## src/rtl/uart_rx.sv

```systemverilog
// UART receiver: 2-flop synchronised line, start/data/stop FSM, LSB-first payload.
// Latency: valid/frame_err pulse one cycle after the stop-bit sample point.
// Backpressure: none; consumer must take uart_rx_data while uart_rx_valid is high.
//
// Ports:
//   clk, resetn (synchronous, active low)
//   uart_rxd           serial line in (async, idles high)
//   uart_rx_en         receive enable; dropping it mid-frame aborts silently
//   uart_rx_busy       high whenever the FSM is outside IDLE
//   uart_rx_valid      one-cycle pulse, good frame; uart_rx_data updates with it
//   uart_rx_data       last good payload, held between pulses
//   uart_rx_frame_err  one-cycle pulse, stop bit sampled low
//
// Build option: define UART_RX_MAJORITY_EN to decide each data/stop bit by a
// 2-of-3 vote of the samples at counter CYCLES_PER_BIT-3..-1 (needs
// CYCLES_PER_BIT >= 4). Timing is the same in both builds.
module uart_rx #(
    parameter int BIT_RATE     = 9600,
    parameter int CLK_HZ       = 50_000_000,
    parameter int PAYLOAD_BITS = 8
) (
    input  logic                    clk,
    input  logic                    resetn,
    input  logic                    uart_rxd,
    input  logic                    uart_rx_en,
    output logic                    uart_rx_busy,
    output logic                    uart_rx_valid,
    output logic [PAYLOAD_BITS-1:0] uart_rx_data,
    output logic                    uart_rx_frame_err
);

    localparam int CYCLES_PER_BIT = CLK_HZ / BIT_RATE;
    localparam int HALF_BIT       = CYCLES_PER_BIT / 2;
    localparam int CNT_W          = $clog2(CYCLES_PER_BIT + 1);
    localparam int IDX_W          = $clog2(PAYLOAD_BITS + 1);

    localparam logic [CNT_W-1:0] CNT_ONE  = CNT_W'(1);
    localparam logic [CNT_W-1:0] CNT_LAST = CNT_W'(CYCLES_PER_BIT - 1);
    localparam logic [CNT_W-1:0] CNT_HALF = CNT_W'(HALF_BIT - 1);
    localparam logic [IDX_W-1:0] IDX_ONE  = IDX_W'(1);
    localparam logic [IDX_W-1:0] IDX_LAST = IDX_W'(PAYLOAD_BITS - 1);

    typedef enum logic [1:0] {
        IDLE  = 2'd0,
        START = 2'd1,
        DATA  = 2'd2,
        STOP  = 2'd3
    } state_t;

    state_t                  state, state_nxt;
    logic [CNT_W-1:0]        cnt, cnt_nxt;
    logic [IDX_W-1:0]        idx, idx_nxt;
    logic [PAYLOAD_BITS-1:0] shift, shift_nxt;
    logic [PAYLOAD_BITS-1:0] data_nxt;
    logic [PAYLOAD_BITS:0]   shift_ext;
    logic                    valid_nxt, ferr_nxt;

    // Synchroniser plus one-cycle history for falling-edge detection.
    logic rx_s1, rxs, rxs_prev;
    logic bit_val;
    logic bit_last;

    assign bit_last = (cnt == CNT_LAST);

`ifdef UART_RX_MAJORITY_EN
    localparam logic [CNT_W-1:0] CNT_V0 = CNT_W'(CYCLES_PER_BIT - 3);
    localparam logic [CNT_W-1:0] CNT_V1 = CNT_W'(CYCLES_PER_BIT - 2);
    logic vote0, vote1;

    // The two earlier votes are captured as the counter passes them; the
    // third is rxs itself at the decision point.
    always_ff @(posedge clk) begin
        if (!resetn) begin
            vote0 <= 1'b1;
            vote1 <= 1'b1;
        end else begin
            if (cnt == CNT_V0) vote0 <= rxs;
            if (cnt == CNT_V1) vote1 <= rxs;
        end
    end

    assign bit_val = (vote0 & vote1) | (vote0 & rxs) | (vote1 & rxs);
`else
    assign bit_val = rxs;
`endif

    always_ff @(posedge clk) begin
        if (!resetn) begin
            rx_s1             <= 1'b1;
            rxs               <= 1'b1;
            rxs_prev          <= 1'b1;
            state             <= IDLE;
            cnt               <= '0;
            idx               <= '0;
            shift             <= '0;
            uart_rx_data      <= '0;
            uart_rx_valid     <= 1'b0;
            uart_rx_frame_err <= 1'b0;
        end else begin
            rx_s1             <= uart_rxd;
            rxs               <= rx_s1;
            rxs_prev          <= rxs;
            state             <= state_nxt;
            cnt               <= cnt_nxt;
            idx               <= idx_nxt;
            shift             <= shift_nxt;
            uart_rx_data      <= data_nxt;
            uart_rx_valid     <= valid_nxt;
            uart_rx_frame_err <= ferr_nxt;
        end
    end

    // New bit enters at the MSB so an LSB-first stream ends up in order.
    assign shift_ext = {bit_val, shift};

    always_comb begin
        state_nxt = state;
        cnt_nxt   = cnt;
        idx_nxt   = idx;
        shift_nxt = shift;
        data_nxt  = uart_rx_data;
        valid_nxt = 1'b0;
        ferr_nxt  = 1'b0;

        case (state)
            IDLE: begin
                cnt_nxt = '0;
                idx_nxt = '0;
                // Edge rather than level, so a stuck-low line never restarts.
                if (uart_rx_en && !rxs && rxs_prev) begin
                    state_nxt = START;
                end
            end
            START: begin
                if (cnt == CNT_HALF) begin
                    cnt_nxt   = '0;
                    state_nxt = rxs ? IDLE : DATA;
                end else begin
                    cnt_nxt = cnt + CNT_ONE;
                end
            end
            DATA: begin
                if (bit_last) begin
                    cnt_nxt   = '0;
                    shift_nxt = shift_ext[PAYLOAD_BITS:1];
                    if (idx == IDX_LAST) begin
                        idx_nxt   = '0;
                        state_nxt = STOP;
                    end else begin
                        idx_nxt = idx + IDX_ONE;
                    end
                end else begin
                    cnt_nxt = cnt + CNT_ONE;
                end
            end
            STOP: begin
                if (bit_last) begin
                    cnt_nxt   = '0;
                    state_nxt = IDLE;
                    if (bit_val) begin
                        valid_nxt = 1'b1;
                        data_nxt  = shift;
                    end else begin
                        ferr_nxt = 1'b1;
                    end
                end else begin
                    cnt_nxt = cnt + CNT_ONE;
                end
            end
            default: state_nxt = IDLE;
        endcase

        // Disable wins over everything: drop the frame without any pulse.
        if (state != IDLE && !uart_rx_en) begin
            state_nxt = IDLE;
            cnt_nxt   = '0;
            idx_nxt   = '0;
            valid_nxt = 1'b0;
            ferr_nxt  = 1'b0;
            data_nxt  = uart_rx_data;
        end
    end

    assign uart_rx_busy = (state != IDLE);

endmodule

```

## config.mk

```make
export PLATFORM = sky130hd
export DESIGN_NAME = uart_rx
export DESIGN_NICKNAME = d
export VERILOG_FILES = /design/src/rtl/uart_rx.sv
export SDC_FILE = /design/constraint.sdc
export NUM_CORES = 1
export LEC_CHECK = 0
export CAP_MARGIN = 20
export CORE_MARGIN = 4
export CORE_UTILIZATION = 40
export CTS_CLUSTER_SIZE = 40
export DETAILED_ROUTE_END_ITERATION = 10
export PLACE_DENSITY = 0.58
export SYNTH_ARGS = -nofsm -noshare
export SYNTH_HDL_FRONTEND = slang
export SYNTH_SLANG_ARGS = --single-unit
```

## constraint.sdc

```tcl
create_clock -name clk -period 3.71 [get_ports clk]
set_input_delay 0.742 -clock clk [delete_from_list [all_inputs] [get_ports clk]]
set_output_delay 0.742 -clock clk [all_outputs]
set_load 0.05 [all_outputs]
```

==> metrics <==
Netlist cell types 39; Req. time, crit path 2970 ps; Core Area 0.004115 sq mm; Worst EP arrival 1870 ps; antenna fix cells 0; final antenna-violating net count 0; Setup CP Type reg2out; Worst Tran Pin Value 879.5 ps; max_slew headroom 0.4088; crit start category flop; Placed Cells 249; element type at the critical path end output port; router iterations before antenna repair 4; Reg power frac 0.543; Post-Synthesis Cells 193; P&R area growth vs syn 15.68%; Port Buffers 14; gpl congestion 0.8322; Post-CTS Setup Repair Bufs 0; Worst-path clk slew 80 ps; Final nets 212; Int Power 635.2 uW; CTS resizes 0; asr flop ratio synth 0; final worst path period need 2614 ps; Max Clock Freq 0.3826 GHz; number of hold buffers added after CTS 0; yosys warns 0; largest net degree at the start of global routing 21; Via-to-Cell Ratio 5.490; PD cells 391.8 mW/mm^2; Detail Placement HPWL 2.475 mm; slowest stage delay, CP 800 ps; io pins 15; worst min path class reg2reg; num rows 23; Design Area, Final 0.002031 sq mm; crit path cell chain nor2_1 > inv_1 > clkdlybuf4s50_1; Fin. Hold Viols 0; htree depth 2; vias in the first global route 1,362; initial drt markers 67; Die Height 74.25 um; Worst VDD drop 204.0 uV; clock power share 0.436; Die Span X 74.25 um; sequential fraction of the synthesis area 0.4562; worst skew pair latency 290 ps; synthesized flop and latch total 40; Leak Pwr 0.0006530 uW; Setup Skew 5.298 ps; cell area after placement 0.001919 sq mm; Synth Net Count 199; Root Buffer Master clkbuf_8; Via Count 1,411; drc violations 0; Initial Utilization 0.4266; run status complete, no violations; family with the most delay on the worst path buffers and inverters; Avg Cell Area, Syn 9.096 sq um; Post-Route WL 3.498 mm; Hold Crit Start rx_s1; Hold Worst Slack 408.0 ps; gr ovfl total 0; ratio of final minimum period to clock period 0.7044; Fillers 390; slowest stage cell, crit path clkdlybuf4s50_1; fin worst setup slack 1097 ps; sw frac 0.2016; layout cells sized above 1 0.07246; routed length per instance 13.61 um; EDFF count, synth 0; crit path launch state[0]; Final Max Tran Viols 0; initial antenna violation count 0; final cell count without fillers 257; Placement Setup Slack 1158 ps; CTS tree built; MaxCap Viol Count 0; gr usage total 0.1466; combinational share of power 0.021; Net Switching 160.4 uW; first-pass GRT wire length 6.320 mm; RSZ-0062 raised after global routing no; most common flop cell mapped by yosys dfxtp_1; Sink Count 40; crit-path max FO 12; CTS buffer count 5; reg2reg start cnt[0]; setup TNS 0 ps; Mapped Area 0.001755 sq mm; CP Buf/Inv Count 2; final setup vio count 0; clk buf depth 2; die footprint 0.005512 sq mm
-- cell usage after synthesis, types with 2 or more instances --
cell,count,share of area
o21ai_0,3,0.0086
a21oi_1,10,0.029
xor2_1,4,0.020
nor3_1,14,0.040
dfxtp_1,40,0.46
ha_1,2,0.014
a31oi_1,3,0.011
xnor2_1,6,0.030
nor4bb_1,2,0.011
clkbuf_1,6,0.013
nand2_1,25,0.053
nand3_1,8,0.023
or4_1,5,0.021
nor2_1,13,0.028
nor3b_1,2,0.0086
nand4_1,6,0.021
mux2i_1,10,0.057
nor4_1,5,0.018
or3_1,2,0.0071
nand2b_1,3,0.011
inv_1,6,0.013
-- final timing paths --
check	end	slack, ps	cells after the start
max	uart_rx_busy	1100	3
max reg2reg	shift[4]	1370	5
min reg2reg	bit_val	410	1
min	bit_val	410	1
-- power by group through the flow --
stage / Clock [uW] / Combinational, uW / Sequential, uW
floorplan: 0 / 9.84 / 441
global placement: 0 / 16.2 / 442
detailed placement: 0 / 16.7 / 442
CTS: 360 / 16.7 / 432
global route: 385 / 18.3 / 432
finish: 347 / 16.5 / 432
-- layer usage --
layer,track usage,share of wire,up-vias
li1,-,-,716
met2,0.2323,0.48,22
met4,0.04743,0.0060,0
met3,0.04459,0.041,2
met5,0,0,-
met1,0.1914,0.48,671
-- cell type report --
| class | instances | area [sq um] | area share |
|---|---|---|---|
| Multi-Input combinational cell | 137 | 882.1 | 0.4344 |
| Sequential cell | 40 | 800.8 | 0.3943 |
| Timing Repair Buffer | 15 | 147.6 | 0.07270 |
| Clock buffer | 5 | 68.82 | 0.03389 |
| Tap cell | 50 | 62.56 | 0.03081 |
| Clock inverter | 3 | 42.54 | 0.02095 |
| Inverter | 7 | 26.28 | 0.01294 |
-- sequential cells by signal (all words and copies together), names as in the netlist, named ones only --
name / count
state: 1
uart_rx_valid: 1
idx: 4
rxs_prev: 1
uart_rx_data: 8
rx_s1: 1
cnt: 13
bit_val: 1
uart_rx_frame_err: 1
shift: 8
-- cell families after synthesis --
logic type               count (synthesis)  share of synthesized area
XOR/XNOR                                10                    0.04989
AO/OA/AOI/OAI                           22                    0.08269
AND/OR/NAND/NOR                         93                     0.2986
multiplexers                            10                    0.05702
flip-flops                              40                     0.4562
buffers and inverters                   16                    0.04133
adder cells (fa/ha/maj)                  2                    0.01425
-- through the flow --
stage	utilization	power, uW
3_3_place_gp	0.4664	458.4
5_1_grt	0.4935	835.5
6_report	0.4935	795.5
3_5_place_dp	0.4664	458.9
2_1_floorplan	-	451.2
4_1_cts	0.4935	808.8
-- cells in the final DEF, fill, tap and decap left out, types with 2 or more instances in the layout --
cell type	Yosys	layout
nand2_1	25	25
a21oi_1	10	10
nor3b_1	2	2
clkbuf_8	0	5
nand4_1	6	6
a31oi_1	3	3
nand2b_1	3	3
xor2_1	4	4
nor4_1	5	5
or3_1	2	2
or4_1	5	5
mux2i_1	10	10
nor3_1	14	14
nor2_1	13	13
o21ai_0	3	2
dfxtp_1	40	40
nand3_1	8	8
inv_1	6	6
xnor2_1	6	6
ha_1	2	2
clkdlybuf4s50_1	0	14
nor4bb_1	2	2
Note: power is estimated with default switching activity, not from simulation.
